[config.mk]
export PLATFORM = sky130hd
export DESIGN_NAME = imgproc_ctrl
export DESIGN_NICKNAME = d
export VERILOG_FILES = /design/src/rtl/imgproc_pkg.sv /design/src/rtl/imgproc_tag_pipe.sv /design/src/rtl/imgproc_ctrl.sv
export SDC_FILE = /design/constraint.sdc
export NUM_CORES = 1
export LEC_CHECK = 0
export ABC_AREA = 1
export CORE_MARGIN = 1
export CORE_UTILIZATION = 35
export CTS_CLUSTER_SIZE = 25
export DETAILED_ROUTE_END_ITERATION = 10
export HOLD_SLACK_MARGIN = 0.02
export PLACE_DENSITY = 0.67
export SLEW_MARGIN = 20
export SYNTH_ARGS = -nofsm -noshare
export SYNTH_HDL_FRONTEND = slang
export SYNTH_HIERARCHICAL = 1
export SYNTH_SLANG_ARGS = --single-unit
[constraint.sdc]
create_clock -name clk -period 5.1 [get_ports clk]
set_input_delay 1.02 -clock clk [delete_from_list [all_inputs] [get_ports clk]]
set_output_delay 1.02 -clock clk [all_outputs]
set_load 0.005 [all_outputs]
[src/rtl/imgproc_pkg.sv]
// Shared definitions for the imgproc frame sequencer.
package imgproc_pkg;
    localparam int ADDR_W = 14;
    localparam int N_PIX  = 16384;
    localparam int PIX_W  = 24;
    localparam int RES_W  = 8;

    typedef enum logic [1:0] {
        IDLE  = 2'd0,
        FETCH = 2'd1,
        DRAIN = 2'd2,
        DONE  = 2'd3
    } state_t;
endpackage

[src/rtl/imgproc_tag_pipe.sv]
// Valid/address delay line that follows each pixel through the datapath.
// The tap is DEPTH cycles behind i_valid; o_empty is high when no stage holds
// a pixel.
module imgproc_tag_pipe #(
    parameter int DEPTH = 2,
    parameter int AW    = 14
) (
    input  logic          clk,
    input  logic          rst,
    input  logic          i_valid,
    input  logic [AW-1:0] i_addr,
    output logic          o_valid,
    output logic [AW-1:0] o_addr,
    output logic          o_empty
);
    import imgproc_pkg::*;

    logic [DEPTH-1:0] r_valid;
    logic [AW-1:0]    r_addr [DEPTH];

    // Shift the tag of every in-flight pixel one stage per cycle.
    always_ff @(posedge clk or posedge rst) begin
        if (rst) begin
            r_valid <= '0;
            for (int i = 0; i < DEPTH; i++) r_addr[i] <= '0;
        end else begin
            r_valid[0] <= i_valid;
            r_addr[0]  <= i_addr;
            for (int i = 1; i < DEPTH; i++) begin
                r_valid[i] <= r_valid[i-1];
                r_addr[i]  <= r_addr[i-1];
            end
        end
    end

    assign o_valid = r_valid[DEPTH-1];
    assign o_addr  = r_addr[DEPTH-1];
    assign o_empty = (r_valid == '0);
endmodule

[src/rtl/imgproc_ctrl.sv]
// Frame sequencer: fetches pixels in raster order (forcing a zero pixel after
// MISS_LIMIT silent cycles), feeds the datapath and writes each result back to
// the address it was fetched from. finish rises once the last write is out.
module imgproc_ctrl #(
    parameter int ADDR_W     = imgproc_pkg::ADDR_W,
    parameter int N_PIX      = imgproc_pkg::N_PIX,
    parameter int DP_LAT     = 2,
    parameter int MISS_LIMIT = 4
) (
    input  logic                             clk,
    input  logic                             rst,
    input  logic [imgproc_pkg::PIX_W-1:0]    orig_data,
    input  logic                             orig_ready,
    output logic                             request,
    output logic [ADDR_W-1:0]                orig_addr,
    output logic                             dp_valid,
    output logic [imgproc_pkg::PIX_W-1:0]    dp_pixel,
    input  logic [imgproc_pkg::RES_W-1:0]    dp_result,
    output logic                             imgproc_ready,
    output logic [ADDR_W-1:0]                imgproc_addr,
    output logic [imgproc_pkg::RES_W-1:0]    imgproc_data,
    output logic                             finish,
    output imgproc_pkg::state_t              o_dbg_state
);
    import imgproc_pkg::*;

    localparam int MW = $clog2(MISS_LIMIT) + 1;

    state_t             r_state;
    logic               r_request;
    logic [ADDR_W-1:0]  r_addr;
    logic [MW-1:0]      r_miss;
    logic               r_last;
    logic               r_dp_valid;
    logic [PIX_W-1:0]   r_dp_pixel;
    logic [ADDR_W-1:0]  r_dp_addr;
    logic               r_finish;
    logic               r_wb_valid;
    logic [ADDR_W-1:0]  r_wb_addr;
    logic [RES_W-1:0]   r_wb_data;

    logic               w_accept;
    logic               w_forced;
    logic               w_tap_valid;
    logic [ADDR_W-1:0]  w_tap_addr;
    logic               w_tag_empty;

    // A pixel is taken when the memory answers or the miss budget runs out.
    assign w_forced = (r_miss == MW'(MISS_LIMIT - 1)) && !orig_ready;
    assign w_accept = (r_state == FETCH) && (orig_ready || w_forced);

    // Sequencer FSM with registered request, address, datapath strobe and finish.
    always_ff @(posedge clk or posedge rst) begin
        if (rst) begin
            r_state    <= IDLE;
            r_request  <= 1'b0;
            r_addr     <= '0;
            r_miss     <= '0;
            r_last     <= 1'b0;
            r_dp_valid <= 1'b0;
            r_dp_pixel <= '0;
            r_dp_addr  <= '0;
            r_finish   <= 1'b0;
        end else begin
            r_dp_valid <= 1'b0;
            case (r_state)
                IDLE: begin
                    r_state   <= FETCH;
                    r_request <= 1'b1;
                    r_addr    <= '0;
                    r_miss    <= '0;
                    r_last    <= (N_PIX == 1);
                end
                FETCH: begin
                    if (w_accept) begin
                        r_dp_valid <= 1'b1;
                        r_dp_pixel <= orig_ready ? orig_data : '0;
                        r_dp_addr  <= r_addr;
                        r_miss     <= '0;
                        if (r_last) begin
                            // Address stays on the last pixel; no wrap to 0.
                            r_request <= 1'b0;
                            r_state   <= DRAIN;
                        end else begin
                            r_addr <= r_addr + 1'b1;
                            r_last <= (r_addr == ADDR_W'(N_PIX - 2));
                        end
                    end else if (r_miss != MW'(MISS_LIMIT - 1)) begin
                        r_miss <= r_miss + 1'b1;
                    end
                end
                DRAIN: begin
                    // The output register takes its last load on this edge at
                    // the latest, so finish lines up with the cycle after it.
                    if (!r_dp_valid && w_tag_empty) begin
                        r_state  <= DONE;
                        r_finish <= 1'b1;
                    end
                end
                DONE: begin
                    r_finish <= 1'b1;
                end
                default: r_state <= IDLE;
            endcase
        end
    end

    imgproc_tag_pipe #(
        .DEPTH (DP_LAT),
        .AW    (ADDR_W)
    ) u_tag_pipe (
        .clk     (clk),
        .rst     (rst),
        .i_valid (r_dp_valid),
        .i_addr  (r_dp_addr),
        .o_valid (w_tap_valid),
        .o_addr  (w_tap_addr),
        .o_empty (w_tag_empty)
    );

    // Capture the datapath result in the cycle its tag reaches the tap.
    always_ff @(posedge clk or posedge rst) begin
        if (rst) begin
            r_wb_valid <= 1'b0;
            r_wb_addr  <= '0;
            r_wb_data  <= '0;
        end else begin
            r_wb_valid <= w_tap_valid;
            if (w_tap_valid) begin
                r_wb_addr <= w_tap_addr;
                r_wb_data <= dp_result;
            end
        end
    end

    assign request       = r_request;
    assign orig_addr     = r_addr;
    assign dp_valid      = r_dp_valid;
    assign dp_pixel      = r_dp_pixel;
    assign imgproc_ready = r_wb_valid;
    assign imgproc_addr  = r_wb_addr;
    assign imgproc_data  = r_wb_data;
    assign finish        = r_finish;
    assign o_dbg_state   = r_state;
endmodule

; ---- After elaboration in Yosys (flattened, before gate mapping)
; Cells that the tools add are included.
; W data, S select, Z words.
[totals]
register_bits = 114
output_inout_bits = 66
[op_classes]
n_addsub = 2
reduce_logical = 18
eq_ne = 11
mux = 21
[op_table]
columns = op, n
row1 = $mux W14, 2
row2 = $pmux W14 S2, 1
row3 = $mux W24, 1
row4 = $add A14 B1 Y14 const B, 1
row5 = $eq A14 B14 Y1 const B, 1
row6 = $ne A2 B2 Y1 const B, 4
row7 = $reduce_and A2 Y1, 4
row8 = $mux W1, 7
row9 = $mux W2, 3
row10 = $mux W3, 2
row11 = $ne A3 B2 Y1 const B, 2
row12 = $pmux W1 S2, 3
row13 = $pmux W2 S3, 1
row14 = $pmux W3 S2, 1
row15 = $reduce_and A3 Y1, 2
row16 = $eq A2 B2 Y1 const B, 2
row17 = $logic_not A2 Y1, 2
row18 = $reduce_and A4 Y1, 1
row19 = $reduce_bool A2 Y1, 2
row20 = $add A3 B1 Y3 const B, 1
row21 = $eq A3 B2 Y1 const B, 1
row22 = $logic_and A1 B1 Y1, 3
row23 = $reduce_bool A3 Y1, 1
row24 = $eq A2 B1 Y1 const B, 1
row25 = other kinds (2), 3

; ---- Longest topological paths before layout
[logic_depth]
word_depth = 6
ltp_mapped = 10
depth_no_buf = 10

; ---- By module
; Netlist, hierarchy kept.
[modules_own_cells]
columns = mod, seq_area_each_um2, cells_per_inst, area_per_inst_um2, n_inst
row1 = imgproc_ctrl, 2102.0, 375, 3633.5, 1
row2 = imgproc_tag_pipe, 750.7, 46, 863.3, 1

; ---- Worst setup path before layout
; No wires, ideal clock.
[synth_path]
path_type = input -> register
start = in orig_ready
end = reg r_addr[13] (netlist: orig_addr[13])
path_stages = 8
setup_time_ns = 0.119
arrival_ns = 1.795
n_path_buf = 2
setup_slack_ns = 3.186
t_required_ns = 4.981
cell_sequence = buf_2 > inv_1 > nand2_1 > nand2_2 > nand2_4 > buf_6 > a21oi_1 > nor2_1
[synth_via]
elab_chain_len = 6
[synth_lines]
columns = element, line_no
row1 = "start, declared", imgproc_ctrl.sv:13  ; input logic orig_ready,
row2 = $logic_not A1 Y1, imgproc_ctrl.sv:49  ; assign w_forced = (r_miss == MW'(MISS_LIMIT - 1)) && !orig_ready;
row3 = $logic_and A1 B1 Y1, imgproc_ctrl.sv:49
row4 = $logic_or A1 B1 Y1 (*), imgproc_ctrl.sv:50  ; assign w_accept = (r_state == FETCH) && (orig_ready || w_forced);
row5 = $logic_and A1 B1 Y1 (*), imgproc_ctrl.sv:50
row6 = $ne A2 B2 Y1 (no line) (*), -
row7 = $reduce_and A3 Y1 (no line) (*), -
row8 = "end signal, assigned", imgproc_ctrl.sv:85  ; r_addr <= r_addr + 1'b1;
row9 = "end, declared", imgproc_ctrl.sv:31  ; logic [ADDR_W-1:0] r_addr;
; Every way passes the cells marked *; elsewhere a longest branch is shown, timed or not.
; A chain may end at the register's enable or synchronous reset.

; ---- Worst setup path in the final report
[layout_path]
start = in orig_ready
end = reg r_dp_addr[1]
[layout_via]
elab_chain_len = 5
[layout_lines]
columns = element, line_no
row1 = $logic_not A1 Y1, imgproc_ctrl.sv:49
row2 = $logic_and A1 B1 Y1, imgproc_ctrl.sv:49
row3 = $logic_or A1 B1 Y1 (*), imgproc_ctrl.sv:50
row4 = $logic_and A1 B1 Y1 (*), imgproc_ctrl.sv:50
row5 = $reduce_and A2 Y1 (no line) (*), -
row6 = "end signal, assigned", imgproc_ctrl.sv:78  ; r_dp_addr <= r_addr;
row7 = "end, declared", imgproc_ctrl.sv:36  ; logic [ADDR_W-1:0] r_dp_addr;
; Marked as above.

==> results.yml <==
critical_path:
  slowest_delay_ns: 0.93
  timing.critical_path.fanout_max: 47
  crit_path_frequent_cell: "sky130_fd_sc_hd__nor2_4"
  worstPathArrival_ns: 3.21
  worstSetupEndpointType: "register"
  crit_path_top_delay_cell: "sky130_fd_sc_hd__clkdlybuf4s50_1"
  critPathRequiredTime_ns: 5.40
  timing.reg2reg.worst_path_depth: 7
  crit_path_start_kind: "input pin"
  worst-setup-path-type: "in -> reg"
  worstPathCellList: "clkdlybuf4s50_1, nor2_4, nor2_4, inv_2, nand2_1, o21ai_0"
timing:
  final_period_minus_worst_setup_slack_ns: 2.91
  timing.setup.tns_ns: 0
  worst_pin_slew_ns: 1.00
  timing.max_slew.rel_slack_pct: 33.0
  fmaxAchievable_mhz: 343
  timing_hold_violations_final: 0
  final.period_utilization_pct: 57.2
  rsz0062_at_grt: "false"
  fin_worst_hold_slack_ns: 0.341
  finalSetupViolCount: 0
  final.setup.worst_slack_ns: 2.19
  worst_clock_skew_ns: 0.00965
  slew_violations: 0
synthesis:
  synth.top_cells.by_area: "sky130_fd_sc_hd__dfrtp_1 63%, sky130_fd_sc_hd__nand2_1 9.3%, sky130_fd_sc_hd__mux2_2 5.5%, sky130_fd_sc_hd__nand3_1 3.7%, sky130_fd_sc_hd__ha_1 2.5%"
  synth_area_sq_mm: 0.00450
  synth_nets: 465
  netlist.area_leader.share_pct: 63.4
  synth_flop_cell: "sky130_fd_sc_hd__dfrtp_1"
  seq_area_frac_synth_pct: 63.4
  count_of_distinct_cell_types_in_the_synthesized_netlist: 24
  yosysMostFrequentCell: "sky130_fd_sc_hd__dfrtp_1"
  synth_warnings: 6
  synth.largest_area_cell: "sky130_fd_sc_hd__dfrtp_1"
  postSynthAreaPerCell_sq_um: 10.7
  postSynthRegisterBits: 114
  ys_async_sr_fraction_pct: 100
  post_synth_most_frequent_cells: "114 x sky130_fd_sc_hd__dfrtp_1, 111 x sky130_fd_sc_hd__nand2_1, 33 x sky130_fd_sc_hd__nand3_1"
  synth_enable_flop_cells: 0
  post_synth_inst_count: 421
placement:
  detailedPlacementHpwl_mm: 6.46
  globalplace.congestion: 0.858
  port-buffer-count: 100
  pre_cts_ws_ns: 1.83
pwr:
  power_mw: 3.21
  irDropWorstVdd_mv: 0.269
  total_leakage_power_nw: 2.87
  pwrdens_mw_per_mm2: 527
finish:
  layout_cells_sized_above_1_pct: 12.4
  syn_to_final_growth_pct: 35.4
  diodes: 0
  nets: 556
routing:
  vias_after_detailed_routing: 3160
  drtIter0Drc: 307
  route.detailed.vias_per_inst: 4.53
  route.detailed.wl_per_inst_um: 13.6
  antenna_violating_nets_post_route: 0
  drt_wl_total_mm: 9.47
  drt_drc_violations_left: 0
  drt_pass1_iterations: 4
grt:
  antenna_violations_before_repair: 0
  grt_start_max_net_pins: 54
  groute.usage.overall_pct: 15.2
  first_global_vias: 3175
  grt.overflow.total: 0
  grt_pass1_wl_mm: 15.5
clock_tree:
  post-cts-setup-buffers: 0
  cts.sinks: 114
  cts-htree-levels: 4
  cts_resized: 0
  clock_path_buffers: 2
  cts_tree: "done"
  cts_made_buffers: 17
  clk_root_buffer_cell: "sky130_fd_sc_hd__clkbuf_16"
  post_cts_hold_buffer_count: 0
  skew_pair_late_insertion_delay_ns: 0.40
  clock_slew_at_the_register_clock_pins_of_the_worst_setup_and_hold_paths_ns: 0.05
die:
  fp.coreArea_sq_mm: 0.0126
  design.portCount: 101
  die_area_sq_mm: 0.0133
  die_h_um: 115
  std_cell_rows: 41
  dieWidth_um: 115
  start_util_pct: 35.8
status:
  run_status: "completed"
hold_path:
  worstHoldPathCells: 0
  hold_path_class: "reg -> reg"
job:
  max_cap_viol_count: 0
==> cells in the final DEF, fill, tap and decap left out, types with 2 or more instances in the layout <==
cell	count
sky130_fd_sc_hd__clkinv_4	3
sky130_fd_sc_hd__inv_1	24
sky130_fd_sc_hd__a21oi_1	10
sky130_fd_sc_hd__clkdlybuf4s50_1	100
sky130_fd_sc_hd__clkinv_2	6
sky130_fd_sc_hd__nand3_1	33
sky130_fd_sc_hd__inv_2	3
sky130_fd_sc_hd__clkinvlp_4	4
sky130_fd_sc_hd__nor2_4	4
sky130_fd_sc_hd__o22ai_1	2
sky130_fd_sc_hd__nand4_1	5
sky130_fd_sc_hd__dfrtp_1	114
sky130_fd_sc_hd__nor3_1	2
sky130_fd_sc_hd__o21ai_1	2
sky130_fd_sc_hd__nor2_1	26
sky130_fd_sc_hd__ha_1	8
sky130_fd_sc_hd__clkbuf_16	17
sky130_fd_sc_hd__nand2_1	111
sky130_fd_sc_hd__mux2_2	22
sky130_fd_sc_hd__bufinv_16	2
sky130_fd_sc_hd__o21ai_0	20
==> layer usage <==
layer	GRT usage, %	up-vias	wire length, um	part of all wire [%]
li1	-	1522	-	-
met1	18.6	1526	4080	43
met2	24.8	91	4730	50
met3	4.43	21	455	4.8
met4	7.27	0	200	2.1
met5	0	-	0	0
==> state kept, by name, summed over array words and instances, names as in the netlist <==
name                cells
dp_pixel               24
imgproc_addr           14
orig_addr              14
r_dp_addr              14
u_tag_pipe/o_addr      14
u_tag_pipe/r_addr      14
imgproc_data            8
r_miss                  3
o_dbg_state             2
u_tag_pipe/r_valid      2
dp_valid                1
finish                  1
imgproc_ready           1
r_last                  1
request                 1
==> cell type report <==
type	count	area (sq um)
well taps	172	215
fillers	1139	6480
flip-flops and latches	114	2850
multi-input cells	250	1340
clock inverters	14	141
repair buffers	101	1010
inverters	28	106
clock buffers	18	429
==> kinds of logic after synthesis <==
group | after synthesis | share of synthesized area (%)
fa+ha+maj | 9 | 2.50
simple gates | 184 | 17.6
mux | 22 | 5.51
buf+inv | 57 | 6.90
flops | 114 | 63.4
compound gates | 35 | 4.06
==> power breakdown <==
part / switching (mW) / internal [mW]
Sequential: 0.138 / 1.12
Combinational: 0.374 / 0.458
Clock: 0.404 / 0.715
==> critical path, delay by kind of cell <==
family	cells	cell delay, ns
buffers and inverters	2	1.45
and+or+nand+nor	3	0.61
AOI/OAI and AO/OA	1	0.12
==> stage by stage <==
step | util, % | cell area (sq um) | cells
after global routing | 48.5 | 6090 | 697
after detailed placement | 43.9 | 5520 | 665
after global placement | 43.9 | 5520 | 665
final | 48.5 | 6090 | 697
after CTS | 48.4 | 6090 | 697
after floorplan | - | 4500 | 421
==> path summary, 6_finish.rpt <==
check	from	to	slack [ns]
worst max-delay path	orig_ready	r_dp_addr[1]	2.19
worst min-delay path	u_tag_pipe/r_addr[27]	u_tag_pipe/o_addr[13]	0.34
worst max register to register	o_dbg_state[1]	r_dp_addr[1]	2.80
worst min register to register	u_tag_pipe/r_addr[27]	u_tag_pipe/o_addr[13]	0.34
max in group asynchronous	rst	dp_pixel[8]	2.99
min in group asynchronous	rst	u_tag_pipe/o_addr[7]	1.07
(Power assumes the default switching activity.)
